$ cat config.mk
export PLATFORM = sky130hd
export DESIGN_NAME = prbs_popcount
export DESIGN_NICKNAME = d
export VERILOG_FILES = /design/src/rtl/prbs_popcount.sv
export SDC_FILE = /design/constraint.sdc
export NUM_CORES = 1
export LEC_CHECK = 0
export ABC_CLOCK_PERIOD_IN_PS = 4100
export CORE_AREA = 4 4 41 43
export DETAILED_ROUTE_END_ITERATION = 7
export DIE_AREA = 0 0 45 47
export GPL_TIMING_DRIVEN = 0
export PLACE_DENSITY = 0.38
export SLEW_MARGIN = 30
export SYNTH_ARGS = -nofsm -noshare
export SYNTH_HDL_FRONTEND = slang
export SYNTH_SLANG_ARGS = --single-unit
$ cat constraint.sdc
create_clock -name vclk -period 4.1
set_input_delay 0.615 -clock vclk [all_inputs]
set_output_delay 0.615 -clock vclk [all_outputs]
set_load 0.02 [all_outputs]
$ cat src/rtl/prbs_popcount.sv
// prbs_popcount: combinational population count of an NBITS-wide vector.
`default_nettype none

module prbs_popcount #(
    parameter int NBITS = 8,
    parameter int OUT_W = $clog2(NBITS + 1)
) (
    input  logic [NBITS-1:0] bits,
    output logic [OUT_W-1:0] count
);

    always_comb begin
        count = '0;
        for (int i = 0; i < NBITS; i++) begin
            count = count + OUT_W'(bits[i]);
        end
    end

endmodule

`default_nettype wire

# Yosys cells after proc, flatten, opt, wreduce, memory -nomap -nowiden
# Cells that the tools add are included.
[totals] ff_bits=0 out_inout_bits=4 elab_cells=7
[op_classes] add_sub_neg=7
[op_table] op="$add A4 B1 Y4" count=4
[op_table] op="$add A3 B1 Y4" count=1
[op_table] op="$add A2 B1 Y3" count=1
[op_table] op="$add A1 B1 Y2" count=1

# Logic depth before layout (Yosys ltp)
[logic_depth] ltp_word=7 depth_mapped=9 mapped_depth_nobuf=9

# Least setup slack after synthesis
# OpenSTA, ideal clock, no wires.
[synth_path] kind="input -> output" from="input bits[0]" to="output count[2]" t_arrival_ns=3.043 required_ns=3.485 setup_slack_ns=0.442 cell_stages=9 path_buffers=0 path_cell_list="inv_1 fa_1 fa_1 fa_1 inv_1 ha_1 inv_1 fa_1 xnor2_1"
[synth_via] elab_chain_len=7
[synth_lines] item="start, declared" line="8" rtl="input logic [NBITS-1:0] bits,"
[synth_lines] item="$add A1 B1 Y2" line="15" rtl="count = count + OUT_W'(bits[i]);"
[synth_lines] item="$add A2 B1 Y3" line="15"
[synth_lines] item="$add A3 B1 Y4" line="15"
[synth_lines] item="$add A4 B1 Y4 (4 in a row)" line="15"
[synth_lines] item="end, declared" line="9" rtl="output logic [OUT_W-1:0] count"
# Every way passes these cells.

# Worst setup path after layout
[layout_path] from="input bits[3]" to="output count[1]"
[layout_via] elab_chain_len=5
[layout_lines] item="$add A3 B1 Y4" line="15"
[layout_lines] item="$add A4 B1 Y4 (4 in a row)" line="15"
# Every way passes these cells.

==> flow_summary_export.csv <==
group,metric,value,unit
synthesis,yosysWarningCount,0,
final_layout,flops_and_latches,0,
synthesis,gate_count_after_technology_mapping,24,
timing,worst_pin_slew,0.209,ns
setup_path,cp_data_arrival_time,3.28,ns
timing,slew_headroom,0.860,
timing,fin_crit_sh,0.949,
timing,finalHoldViolations,0,
floorplan,ios,12,
synthesis,top_cells_by_area_synth,"sky130_fd_sc_hd__fa_1 (42%), sky130_fd_sc_hd__inv_1 (28%), sky130_fd_sc_hd__ha_1 (20%)",
synthesis,synth_seq_area_share,0,
outcome,outcome,"finished clean",
final_layout,fill_count,159,
final_layout,nets,54,
detailed_routing,detail-route-antenna-nets,0,
floorplan,chipWidth,45,um
clock_network,hold_buffers,0,
final_layout,layout-drive-gt1-share,0.162,
global_route,residual_overflow_from_global_routing,0,
setup_path,critPathCaptureType,"output port",
detailed_routing,initialDrtViolationCount,0,
power_and_ir_drop,p_int,0.0000515,W
power_and_ir_drop,seq_power_share,0,
hold_path,holdCritStartpoint,"bits[0]",
timing,grt_setup_unrepaired,"no",
synthesis,synth_area_per_cell,7.92,sq um
synthesis,yosys.cell_types.count,6,
hold_path,whs_endpoint,"count[2]",
power_and_ir_drop,cellLeakagePower,0.189,nW
timing,whs,2.20,ns
setup_path,critical_path_class,"input port to output port",
setup_path,timing.critical_path.required,3.48,ns
setup_path,worstSetupStartpointType,"input port",
final_layout,syn2layout_area_growth,76.3,%
global_route,first_global_vias,147,
place,detailedPlace.worstSlack,-0.491,ns
timing,timing.fmax,257,MHz
hold_path,hp-class,"input port to output port",
power_and_ir_drop,clock_power_share,0,
detailed_routing,routed_via_count_divided_by_cell_count,3.25,
global_route,gr-usage-met1,0.0569,
detailed_routing,firstDrtPassIters,1,
timing,finalWorstPathRequiredPeriod,3.89,ns
floorplan,die_footprint,2120,sq um
detailed_routing,dr_drc_count,0,
place,dp_cells,51,
final_layout,final-seq-area,0,sq um
power_and_ir_drop,worst_ir_drop_vdd,0.000105,V
power_and_ir_drop,power.total,0.000101,W
global_route,globalRouteTotalUtil,0.0364,
final_layout,post_layout_nonfiller_instances,52,
place,io_buffers,12,
hold_path,whs_path_depth,7,
power_and_ir_drop,netSwitchingPower,0.0000498,W
synthesis,post_synth_instance_area,190,sq um
timing,final-setup-viol-count,0,
final_layout,insertedDiodeCount,0,
floorplan,die_height,47,um
power_and_ir_drop,power_per_cell_area,302,nW/um^2
final_layout,most-common-layout-cells,"sky130_fd_sc_hd__inv_1 (13), sky130_fd_sc_hd__clkdlybuf4s50_1 (6), sky130_fd_sc_hd__dlygate4sd2_1 (4)",
place,routability_congestion,0.659,
synthesis,synth_top_cell_area_share,0.421,
global_route,groute.layer.met3.usage,0,
final_layout,num-clock-buffers,0,
global_route,grt_pass1_wl,621,um
run,cap_violations,0,
power_and_ir_drop,netSwitchingFraction,0.492,
power_and_ir_drop,share_comb_of_total_power,1.000,
global_route,grt_start_max_net_pins,3,
detailed_routing,route.final.wire_length,349,um
global_route,grt-busiest-layer,"met2",
final_layout,mostFrequentLayoutCell,"sky130_fd_sc_hd__inv_1",
floorplan,start_util,0.146,
synthesis,synth.net_count,39,
place,hpwl,328,um
global_route,grt_use_met2,0.0593,
detailed_routing,avgRoutedWirePerCell,6.71,um
timing,timing.final.max_slew_violations,0,
detailed_routing,dr_total_vias,169,
setup_path,worst-path-max-fanout,2,
floorplan,std_cell_rows,13,
global_route,antenna_found_initial,0,
timing,layout_setup_ws,0.207,ns
floorplan,placeableCoreArea,1300,sq um
synthesis,synth_top_cell_by_area,"sky130_fd_sc_hd__fa_1",
-- worst max-delay path by stage --
stage,to,startpoint,slack [ns],cells after the start
floorplan,count[2],bits[0],0.44,9
global placement,count[2],bits[0],-0.47,11
detailed placement,count[2],bits[0],-0.49,11
CTS,count[2],bits[3],0.1,11
global route,count[2],bits[3],0.05,11
finish,count[1],bits[3],0.21,11
-- kinds of logic (layout without fill, tap and decap cells) --
logic type,count (synthesis),count (layout),share of synthesized area
buffers and inverters,14,27,0.276
adders and majority gates,7,7,0.618
AOI/OAI and AO/OA,1,1,0.0263
xor gates and xnor gates,1,1,0.0461
and+or+nand+nor,1,1,0.0329
-- layout make-up --
| cell class | instances | area (sq um) | area share |
|---|---|---|---|
| multi-input combinational | 10 | 143 | 0.425 |
| inverter | 14 | 52.6 | 0.157 |
| tap | 15 | 18.8 | 0.0560 |
| timing repair buffer | 13 | 121 | 0.362 |
-- per-stage QoR --
step | TNS [ns] | area [sq um] | util
6_report | 0 | 335 | 0.258
5_1_grt | 0 | 335 | 0.258
4_1_cts | 0 | 330 | 0.254
3_5_place_dp | -1.10 | 329 | 0.253
3_3_place_gp | -0.976 | 329 | 0.253
2_1_floorplan | 0 | 190 | -
-- worst max-delay path: stages --
cell                            delay, ns
sky130_fd_sc_hd__dlygate4sd2_1       0.19
sky130_fd_sc_hd__inv_1               0.05
sky130_fd_sc_hd__fa_1                0.55
sky130_fd_sc_hd__fa_1                0.43
sky130_fd_sc_hd__fa_1                0.45
sky130_fd_sc_hd__inv_1               0.07
sky130_fd_sc_hd__ha_2                0.18
sky130_fd_sc_hd__inv_2               0.04
sky130_fd_sc_hd__fa_2                0.54
sky130_fd_sc_hd__inv_1               0.05
sky130_fd_sc_hd__buf_6               0.12
-- metal layers --
layer,share of wire,vias to the layer above
li1,-,88
met1,0.43,73
met2,0.46,8
met3,0.11,0
met4,0,0
met5,0,-
-- repair_timing --
action,CTS,global route
setup buffers,1,0
setup endpoints to repair,4,1
resized for setup,17,2
pin swaps,4,3
-- cell usage after synthesis --
cell type                 count
sky130_fd_sc_hd__a21oi_1      1
sky130_fd_sc_hd__fa_1         4
sky130_fd_sc_hd__ha_1         3
sky130_fd_sc_hd__inv_1       14
sky130_fd_sc_hd__nor2b_1      1
sky130_fd_sc_hd__xnor2_1      1
-- power by group through the flow --
stage          sequential [W]  clock (W)  combinational (W)
5_1_grt                     0          0           0.000115
2_1_floorplan               0          0          0.0000573
4_1_cts                     0          0           0.000101
6_report                    0          0           0.000101
3_3_place_gp                0          0          0.0000977
3_5_place_dp                0          0          0.0000988
Note: power is estimated with default switching activity, not from simulation.
